===== src/rtl/obi_mem_arbiter.sv =====
// Two-master (instr/data) to one-port OBI arbiter with an in-order response-ID FIFO.
// Define OBI_ARB_ROUND_ROBIN_EN for round-robin arbitration; default is fixed data-over-instr priority.
module obi_mem_arbiter #(
    parameter int MAX_OUTSTANDING = 2,
    parameter int ADDR_WIDTH      = 32
) (
    input  logic                  clk_i,
    input  logic                  rst_ni,

    input  logic                  instr_req_i,
    output logic                  instr_gnt_o,
    output logic                  instr_rvalid_o,
    input  logic [ADDR_WIDTH-1:0] instr_addr_i,
    output logic [31:0]           instr_rdata_o,

    input  logic                  data_req_i,
    output logic                  data_gnt_o,
    output logic                  data_rvalid_o,
    input  logic [ADDR_WIDTH-1:0] data_addr_i,
    input  logic                  data_we_i,
    input  logic [3:0]            data_be_i,
    input  logic [31:0]           data_wdata_i,
    output logic [31:0]           data_rdata_o,

    output logic                  mem_req_o,
    input  logic                  mem_gnt_i,
    input  logic                  mem_rvalid_i,
    output logic [ADDR_WIDTH-1:0] mem_addr_o,
    output logic                  mem_we_o,
    output logic [3:0]            mem_be_o,
    output logic [31:0]           mem_wdata_o,
    input  logic [31:0]           mem_rdata_i,

    output logic                  busy_o,
    output logic                  spurious_rvalid_o
);
    localparam int PTR_W = (MAX_OUTSTANDING > 1) ? $clog2(MAX_OUTSTANDING) : 1;
    localparam int CNT_W = $clog2(MAX_OUTSTANDING + 1);
    localparam logic [PTR_W-1:0] PTR_LAST = PTR_W'(MAX_OUTSTANDING - 1);
    localparam logic [CNT_W-1:0] CNT_FULL = CNT_W'(MAX_OUTSTANDING);

    // Handshake: a request transfers in the cycle where req and gnt are both high;
    // each transfer returns exactly one rvalid later, in issue order (writes included).
    logic [MAX_OUTSTANDING-1:0] id_mem;
    logic [PTR_W-1:0]           wr_ptr, rd_ptr;
    logic [CNT_W-1:0]           count;
    logic                       lock_q, lock_id_q;
    logic                       spurious_q;
`ifdef OBI_ARB_ROUND_ROBIN_EN
    logic                       rr_last_q;
`endif

    logic fifo_empty, fifo_full, sel_id, mem_fire, pop, head_id;

    function automatic logic [PTR_W-1:0] ptr_inc(input logic [PTR_W-1:0] p);
        return (p == PTR_LAST) ? '0 : p + PTR_W'(1);
    endfunction

    assign fifo_empty = (count == '0);
    assign fifo_full  = (count == CNT_FULL);
    assign head_id    = id_mem[rd_ptr];

    // A pending, ungranted request keeps its master selected so fields stay stable.
    always_comb begin
        sel_id = 1'b0;
        if (lock_q) begin
            sel_id = lock_id_q;
        end
`ifdef OBI_ARB_ROUND_ROBIN_EN
        else if (instr_req_i && data_req_i) begin
            sel_id = ~rr_last_q;
        end
`endif
        else begin
            sel_id = data_req_i;
        end
    end

    assign mem_req_o   = (instr_req_i | data_req_i) & ~fifo_full;
    assign mem_fire    = mem_req_o & mem_gnt_i;
    assign instr_gnt_o = mem_fire & ~sel_id;
    assign data_gnt_o  = mem_fire & sel_id;

    assign mem_addr_o  = sel_id ? data_addr_i  : instr_addr_i;
    assign mem_we_o    = sel_id ? data_we_i    : 1'b0;
    assign mem_be_o    = sel_id ? data_be_i    : 4'hF;
    assign mem_wdata_o = sel_id ? data_wdata_i : 32'h0;

    assign pop            = mem_rvalid_i & ~fifo_empty;
    assign instr_rvalid_o = pop & ~head_id;
    assign data_rvalid_o  = pop & head_id;
    assign instr_rdata_o  = mem_rdata_i;
    assign data_rdata_o   = mem_rdata_i;

    assign busy_o            = ~fifo_empty;
    assign spurious_rvalid_o = spurious_q;

    always_ff @(posedge clk_i or negedge rst_ni) begin
        if (!rst_ni) begin
            id_mem     <= '0;
            wr_ptr     <= '0;
            rd_ptr     <= '0;
            count      <= '0;
            lock_q     <= 1'b0;
            lock_id_q  <= 1'b0;
            spurious_q <= 1'b0;
`ifdef OBI_ARB_ROUND_ROBIN_EN
            rr_last_q  <= 1'b1;
`endif
        end else begin
            if (mem_fire) begin
                id_mem[wr_ptr] <= sel_id;
                wr_ptr         <= ptr_inc(wr_ptr);
            end
            if (pop) begin
                rd_ptr <= ptr_inc(rd_ptr);
            end
            case ({mem_fire, pop})
                2'b10:   count <= count + CNT_W'(1);
                2'b01:   count <= count - CNT_W'(1);
                default: count <= count;
            endcase

            if (mem_fire) begin
                lock_q <= 1'b0;
            end else if (mem_req_o) begin
                lock_q    <= 1'b1;
                lock_id_q <= sel_id;
            end

            if (mem_rvalid_i && fifo_empty) begin
                spurious_q <= 1'b1;
            end
`ifdef OBI_ARB_ROUND_ROBIN_EN
            if (mem_fire) begin
                rr_last_q <= sel_id;
            end
`endif
        end
    end

endmodule


===== config.mk =====
export PLATFORM = sky130hd
export DESIGN_NAME = obi_mem_arbiter
export DESIGN_NICKNAME = d
export VERILOG_FILES = /design/src/rtl/obi_mem_arbiter.sv
export SDC_FILE = /design/constraint.sdc
export NUM_CORES = 1
export LEC_CHECK = 0
export CORE_AREA = 2 2 108 110
export CTS_BUF_LIST = sky130_fd_sc_hd__clkbuf_2 sky130_fd_sc_hd__clkbuf_4 sky130_fd_sc_hd__clkbuf_8
export CTS_CLUSTER_DIAMETER = 30
export DETAILED_ROUTE_END_ITERATION = 7
export DIE_AREA = 0 0 110 112
export PLACE_DENSITY = 0.58
export SLEW_MARGIN = 30
export SYNTH_ARGS = -nofsm -noshare
export SYNTH_HDL_FRONTEND = slang
export SYNTH_SLANG_ARGS = --single-unit

===== constraint.sdc =====
create_clock -name clk_i -period 2 [get_ports clk_i]
set_input_delay 0.4 -clock clk_i [delete_from_list [all_inputs] [get_ports clk_i]]
set_output_delay 0.4 -clock clk_i [all_outputs]
set_load 0.01 [all_outputs]

-- Word level (Yosys, flattened, before mapping)
Index checks and enable logic that the tools add are counted.
- bits in registers: 9
- bits in latches: 0
- RAM bits: 0
- ROM bits: 0
- input bits: 139
- memories kept: 0
- add/subtract/negate cells: 4
- $mul: 0
- divide/modulo/power cells: 0
- $lt $le $gt $ge: 3
- eq/ne operators: 3
- shift operators: 0
- muxes and demuxes: 15
- bitwise gates (word level): 13
- reductions and logical operators: 6
- operator list (kind ; number):
    $mux 32 ; 2
    $mux 1 ; 9
    $and 1x1->1 ; 7
    $not 1->1 ; 5
    $eq 2x2->1 const B ; 2
    $lt 1x2->1 const B ; 2
    $mux 4 ; 1
    $pmux 2 s2 ; 1
    $reduce_bool 2->1 ; 2
    $add 1x1->1 const B ; 2
    $add 2x1->2 const B ; 1
    $bwmux 2 ; 1
    $eq 2x1->1 const B ; 1
    $logic_and 1x1->1 ; 2
    $logic_not 2->1 ; 1
    $reduce_and 2->1 ; 1
    $sub 2x1->2 const B ; 1
    $demux 1 s1 ; 1
    $ge 1x1->1 const B ; 1
    $or 1x1->1 ; 1

-- Logic depth before layout (Yosys ltp)
Gate-level depths: netlist of run 1.
- depth in word-level cells: 6
- depth in mapped cells: 8
- gate-level depth less buffers: 8

-- Least setup slack after synthesis of run 1
OpenSTA, ideal clock, no wires.
- path kind: reg-to-reg
- start: register count[1]
- end: register count[1]
- library setup time: 79 ps
- arrival time: 1565 ps
- setup slack: 355 ps
- stages on the path, launching flop included: 7
- buffers on the path: 1
- path through: dfrtp_1 -> nor2b_2 -> or3_1 -> buf_2 -> ha_1 -> nor2_1 -> xor2_1
- longest elaborated chain between the ends: 6
- elaborated cells between the ends (all ways): 13
- RTL lines (element ; line ; text):
    start, declared ; 46 ; logic [CNT_W-1:0] count;
    start signal, assigned ; 119 ; 2'b10: count <= count + CNT_W'(1);
    start signal, assigned ; 120 ; 2'b01: count <= count - CNT_W'(1);
    start signal, assigned ; 121 ; default: count <= count;
    $eq 2x2->1 ; 60 ; assign fifo_full = (count == CNT_FULL);
    $not 1->1 ; 79 ; assign mem_req_o = (instr_req_i | data_req_i) & ~fifo_full;
    $and 1x1->1 ; 79 ;
    $and 1x1->1 ; 80 ; assign mem_fire = mem_req_o & mem_gnt_i;
    $eq 2x1->1 or $eq 2x2->1 (tied branches) ; 118 ; case ({mem_fire, pop})
    $pmux 2 s2 or $reduce_bool 2->1 (tied branches) ; - ;
Parallel ways exist; a longest one is shown, timed or not.
A chain may end at the register's enable or synchronous reset.

-- Final worst setup path of run 1
- start: register lock_q
- end: output port mem_addr_o[18]
- longest elaborated chain between the ends: 2
- RTL lines (element ; line ; text):
    start, declared ; 47 ; logic lock_q, lock_id_q;
    start signal, assigned ; 104 ; lock_q <= 1'b0;
    start signal, assigned ; 125 ; lock_q <= 1'b0;
    start signal, assigned ; 127 ; lock_q <= 1'b1;
    $mux 1 ; 66 ; if (lock_q) begin
    $mux 32 ; 84 ; assign mem_addr_o = sel_id ? data_addr_i : instr_addr_i;
    end, declared ; 28 ; output logic [ADDR_WIDTH-1:0] mem_addr_o,
No other way between the ends.

==> results of run 1 <==
==> final timing paths <==
path / start / endpoint / slack (ns)
min: rst_ni / rd_ptr / 0.48
max: lock_q / mem_addr_o[18] / -0.05
max in group asynchronous: rst_ni / lock_q / 1.20
max reg2reg: count[0] / count[1] / 0.37
min reg2reg: spurious_rvalid_o / spurious_rvalid_o / 0.48
min in group clk_i: spurious_rvalid_o / spurious_rvalid_o / 0.48
==> cells in the mapped netlist <==
| cell | count |
|---|---|
| sky130_fd_sc_hd__o21a_1 | 1 |
| sky130_fd_sc_hd__nor2_1 | 7 |
| sky130_fd_sc_hd__and2_1 | 33 |
| sky130_fd_sc_hd__inv_1 | 3 |
| sky130_fd_sc_hd__mux2i_2 | 1 |
| sky130_fd_sc_hd__nand2b_1 | 4 |
| sky130_fd_sc_hd__mux2_4 | 1 |
| sky130_fd_sc_hd__and3_1 | 1 |
| sky130_fd_sc_hd__nor2b_2 | 1 |
| sky130_fd_sc_hd__o41ai_1 | 1 |
| sky130_fd_sc_hd__o31ai_2 | 1 |
| sky130_fd_sc_hd__dfrtp_1 | 9 |
| sky130_fd_sc_hd__nand2_1 | 98 |
| sky130_fd_sc_hd__xnor2_1 | 4 |
| sky130_fd_sc_hd__mux2i_1 | 1 |
| sky130_fd_sc_hd__mux2_2 | 2 |
| sky130_fd_sc_hd__clkbuf_1 | 2 |
| sky130_fd_sc_hd__buf_4 | 64 |
| sky130_fd_sc_hd__buf_2 | 9 |
| sky130_fd_sc_hd__ha_1 | 1 |
| sky130_fd_sc_hd__xor2_1 | 1 |
| sky130_fd_sc_hd__or3_1 | 1 |
| sky130_fd_sc_hd__a21o_1 | 1 |
| sky130_fd_sc_hd__nor3_1 | 2 |
==> critical path, stage by stage (launching register included) <==
cell,delay (ns)
sky130_fd_sc_hd__dfrtp_2,0.44
sky130_fd_sc_hd__mux2_4,0.36
sky130_fd_sc_hd__buf_6,0.15
sky130_fd_sc_hd__buf_12,0.14
sky130_fd_sc_hd__nand2_2,0.06
sky130_fd_sc_hd__nand2_1,0.05
sky130_fd_sc_hd__clkdlybuf4s15_2,0.22
==> report_power, final <==
part           total, W  internal [W]  switching, W  leakage (nW)
combinational   0.00331       0.00181       0.00150          1.49
clock          0.000225      0.000153     0.0000729        0.0262
sequential     0.000348      0.000270     0.0000781         0.102
total           0.00388       0.00223       0.00165          1.62
==> what timing repair did <==
action / CTS / global route
gates resized for setup: 283 / 36
buffers inserted: 12 / 1
gates cloned: 5 / 2
setup endpoints to repair: 74 / 66
pin swaps: 7 / 5
==> metrics by stage <==
| stage | hold slack (ns) | util [%] | setup WS [ns] | instances | setup TNS, ns |
|---|---|---|---|---|---|
| 2_1_floorplan | 0.104 | - | 0.355 | 249 | 0 |
| 3_3_place_gp | 0.447 | 28.7 | -0.554 | 514 | -31.96 |
| 3_5_place_dp | 0.454 | 28.7 | -0.552 | 514 | -32.40 |
| 4_1_cts | 0.469 | 30.2 | -0.114 | 535 | -1.55 |
| 5_1_grt | 0.496 | 29.4 | -0.0925 | 533 | -1.44 |
| 6_report | 0.475 | 29.4 | -0.0482 | 533 | -0.148 |
==> area by class of cell <==
class / count / area share [%]
repair buffers: 212 / 59.2
multi-input cells: 162 / 26.7
flip-flops and latches: 9 / 6.89
well taps: 143 / 5.44
clock buffers: 4 / 1.48
inverters: 3 / 0.342
==> flip-flops by register name (all words and copies together), names as in the netlist <==
register,flops
lock_id_q,1
spurious_rvalid_o,1
lock_q,1
id_mem,2
wr_ptr,1
count,2
rd_ptr,1
==> cell families after synthesis <==
kind of cell	synth area share [%]
adder cells (fa/ha/maj)	0.792
AND/OR/NAND/NOR	41.6
buffers and inverters	34.4
XOR/XNOR	2.77
AO/OA/AOI/OAI	2.30
multiplexers	3.88
flip-flops	14.3
==> layer usage <==
metal  vias up  track usage [%]  share of wire (%)
li1        971                -                  -
met1       871             12.0                 36
met2       123             22.9                 54
met3        12             2.52                9.2
met4         0             2.70                1.1
met5         -                0                  0
==> run metrics, run 1 <==
maximum number of pins on one net before global-route repair 27; post-route clock skew 0.00370 ns; highest clock rate 0.488 GHz; count of input and output buffers 182; most common library cell in the layout ignoring fill and taps sky130_fd_sc_hd__clkdlybuf4s50_1; diodes inserted 0; DRC violations left 0; cell type with the largest total area after synthesis sky130_fd_sc_hd__buf_4; via count 1977; remaining global-route overflow 0; PD cells 1180 mW/mm2; number of hold violations in the final report 0; final worst-path setup slack -0.0482 ns; data required time at the worst endpoint 1.60 ns; Synth top area share 30.4%; commonest cells after routing, fill and taps aside 107 x sky130_fd_sc_hd__clkdlybuf4s50_1, 93 x sky130_fd_sc_hd__nand2_1, 42 x sky130_fd_sc_hd__buf_2, 21 x sky130_fd_sc_hd__buf_6, 20 x sky130_fd_sc_hd__and2_1; total power 0.00388 W; sequential element share of the synthesized area 14.3%; Core Box Area 0.0112 mm2; Pre-Repair DR Iteration Count 4; vias in the first global route 1994; crit share post-route 102%; final-report setup violation count 11; clock latency of the later-clocked register in the worst-skew pair 0.23 ns; area of all sequential standard cells 226 um2; violations in the final reports setup timing; detailed router's first-iteration violation count 44; arrival time of data at the critical path endpoint 1.65 ns; wire length of the first global-routing pass 10900 um; CTS tree built; unrepaired setup endpoints after global routing yes; Global Route Usage Sum 11.6%; maximum clock insertion buffer count 2; #FFs+latches synth 9; die extent in x 110 um; reported leakage power 1.62 nW; worst rel slew slack 71.2%; fraction of final layout cells with drive strength greater than 1 33.3%; drt total wl 7920 um; number of instances in the synthesized netlist 249; Synthesized Nets 389; Layout Cell Area excl Fill 0.00329 mm2; Top-Level Pins 279; y dimension of the die 112 um; cts bufs inserted 3; Hold WC Path Type input port to async pin; CTS Hold Bufs 0; nature of the critical path endpoint primary output; peak ir drop on the vdd network 0.520 mV; placed cell area 0.00321 mm2; Filler Cell Count 1225; count of different cell masters after synthesis 24; GP Congestion 0.742; Site Rows 39; H-tree depth 1; transition time at the pin with the least slew margin 0.431 ns; max_cap viols 0; final worst path period need 2.05 ns; type of origin of the critical path flip-flop; Starting Density 14.1%; Avg Vias per Cell 3.71; nets 531; critical path fanouts, max 7; result of the run complete, but fails checks; Total Die Area 0.0123 mm2; total standard cell area after synthesis 0.00158 mm2; average routed wire per standard cell 14.9 um; Avg Synthesized Cell Area 6.35 um2; TritonCTS sink count 9; Clock Tree Root sky130_fd_sc_hd__clkbuf_8; number of warnings reported in the yosys synthesis log 0; remaining antenna violation count 0; Area Overhead vs Synth 108%; CTS clk-pin slew, worst paths 0.05 ns; pins over their slew limit 0; HPWL after detailed placement 6080 um; number of antenna violations at the first check in global routing 0; multi-input combinational cell area 877 um2; number of cells on the worst reg-to-reg path 9; Worst Setup Path Type flip-flop to primary output; largest cells by area after synthesis sky130_fd_sc_hd__buf_4 30%, sky130_fd_sc_hd__nand2_1 23%, sky130_fd_sc_hd__dfrtp_1 14%
Note: power is estimated with default switching activity, not from simulation.
==> run 2, diff against run 1 <==
SLEW_MARGIN = 0   (was 30)
==> results of run 2 <==
No change in the layout: final DEF, timing and power equal those of run 1.
==> run 3, diff against run 2 <==
--- a/config.mk
+++ b/config.mk
@@ -12,4 +12,6 @@
 export DIE_AREA = 0 0 110 112
 export PLACE_DENSITY = 0.58
+export RECOVER_POWER = 50
+export SKIP_CTS_REPAIR_TIMING = 1
 export SLEW_MARGIN = 0
 export SYNTH_ARGS = -nofsm -noshare
==> constraint.sdc (replaced) <==
create_clock -name clk_i -period 2 [get_ports clk_i]
set_input_delay 0.4 -clock clk_i [delete_from_list [all_inputs] [get_ports clk_i]]
set_output_delay 0.4 -clock clk_i [all_outputs]
set_load 0.005 [all_outputs]
==> run metrics, run 3 (same netlist as run 1, synthesis figures left out) <==
nets 532; maximum clock insertion buffer count 2; number of cells on the worst reg-to-reg path 5; Worst Setup Path Type flip-flop to primary output; Site Rows 39; Avg Vias per Cell 3.67; remaining antenna violation count 0; average routed wire per standard cell 14.9 um; worst reg-to-reg setup slack 0.37 ns; final total negative setup slack -2.10 ns; max_cap viols 0; HPWL after detailed placement 6160 um; Hold Path Sink spurious_rvalid_o; total power 0.00366 W; Core Box Area 0.0112 mm2; critical path fanouts, max 9; violations in the final reports setup timing; DRT met1 WL 2790 um; Top-Level Pins 279; reg-to-reg critical path endpoint count[1]; area of all sequential standard cells 226 um2; worst rel slew slack 72.8%; Starting Density 14.1%; commonest cells after routing, fill and taps aside 116 x sky130_fd_sc_hd__clkdlybuf4s50_1, 93 x sky130_fd_sc_hd__nand2_1, 44 x sky130_fd_sc_hd__dlymetal6s2s_1, 33 x sky130_fd_sc_hd__and2_1, 19 x sky130_fd_sc_hd__clkbuf_2; H-tree depth 1; Pre-Repair DR Iteration Count 4; number of antenna violations at the first check in global routing 0; cts bufs inserted 3; count of input and output buffers 182; Clock Tree Root sky130_fd_sc_hd__clkbuf_8; most common library cell in the layout ignoring fill and taps sky130_fd_sc_hd__clkdlybuf4s50_1; largest registers count (2), id_mem (2); number of hold violations in the final report 0; fraction of final layout cells with drive strength greater than 1 18.9%; maximum number of pins on one net before global-route repair 37; reported leakage power 2.07 nW; detailed router's first-iteration violation count 43; nature of the critical path endpoint primary output; sum of met3 wire segment lengths after detailed routing 826 um; diodes inserted 0; peak ir drop on the vdd network 0.543 mV; highest routing layer actually used met4; CTS clk-pin slew, worst paths 0.04 ns; crit share post-route 111%; HP Start spurious_rvalid_o; pins over their slew limit 0; CTS tree built; Area Overhead vs Synth 121%; arrival time of data at the critical path endpoint 1.82 ns; highest clock rate 0.451 GHz; PD cells 1050 mW/mm2; vias in the first global route 1938; final-report setup violation count 16; die extent in x 110 um; final worst-path setup slack -0.219 ns; data required time at the worst endpoint 1.60 ns; drt total wl 7980 um; multi-input combinational cell area 862 um2; met2 wire length 4300 um; final worst path period need 2.22 ns; Global Route Usage Sum 10.5%; number of cells on the worst hold path 1; clock latency of the later-clocked register in the worst-skew pair 0.23 ns; origin of the critical flop-to-flop path count[1]; DRC violations left 0; origin of the worst setup path lock_q; post-route clock skew 0.000940 ns; result of the run complete, but fails checks; type of origin of the critical path flip-flop; Filler Cell Count 1197; remaining global-route overflow 0; via count 1960; TritonCTS sink count 9; transition time at the pin with the least slew margin 0.407 ns; GP Congestion 0.777; Total Die Area 0.0123 mm2; wire length of the first global-routing pass 10200 um; Hold WC Path Type flip-flop to flip-flop; unrepaired setup endpoints after global routing yes; y dimension of the die 112 um
## run 3: cell types whose count changed in the layout (fill, tap and decap cells not counted), sizes merged
cell / change
clkdlybuf4s50: +9
dlygate4sd2: -6
clkbuf: +9
buf: -54
mux2: +1
dlymetal6s2s: +44
clkdlybuf4s15: -2
## run 3: worst max-delay path by stage
| stage | to | slack (ns) |
|---|---|---|
| final | mem_wdata_o[14] | -0.22 |
| after global routing | mem_wdata_o[20] | -0.28 |
| after CTS | mem_addr_o[2] | -0.51 |
| after detailed placement | mem_addr_o[2] | -0.51 |
| after global placement | mem_addr_o[2] | -0.51 |
| after floorplan | count[1] | 0.36 |
## run 3: layer usage
metal,vias up,global-route usage [%]
met5,-,0
met4,0,2.03
met3,10,3.04
met2,129,20.7
met1,847,10.6
li1,974,-
## run 3: area by class of cell
cell class | instances | share of cell area [%]
timing repair buffer | 212 | 62.0
multi-input combinational | 163 | 24.7
sequential | 9 | 6.49
tap | 143 | 5.13
clock buffer | 4 | 1.40
inverter | 3 | 0.323
## run 3: metrics by stage
step	instances	area [um2]	setup WS, ns	utilization, %	hold slack, ns
2_1_floorplan	249	1580	0.355	-	0.104
3_3_place_gp	514	3210	-0.513	28.7	0.448
3_5_place_dp	514	3210	-0.509	28.7	0.446
4_1_cts	518	3260	-0.509	29.1	0.460
5_1_grt	534	3490	-0.278	31.2	0.474
6_report	534	3490	-0.219	31.2	0.455
## run 3: where the power goes
group          switching (W)  internal, W  total [W]
clock network      0.0000679     0.000152   0.000220
logic                0.00124      0.00184    0.00308
registers          0.0000865     0.000270   0.000357
## run 3: worst max-delay path: stages (launching register included)
cell	delay, ns
sky130_fd_sc_hd__dfrtp_2	0.44
sky130_fd_sc_hd__mux2_4	0.39
sky130_fd_sc_hd__buf_6	0.17
sky130_fd_sc_hd__and2_1	0.15
sky130_fd_sc_hd__clkdlybuf4s50_1	0.44
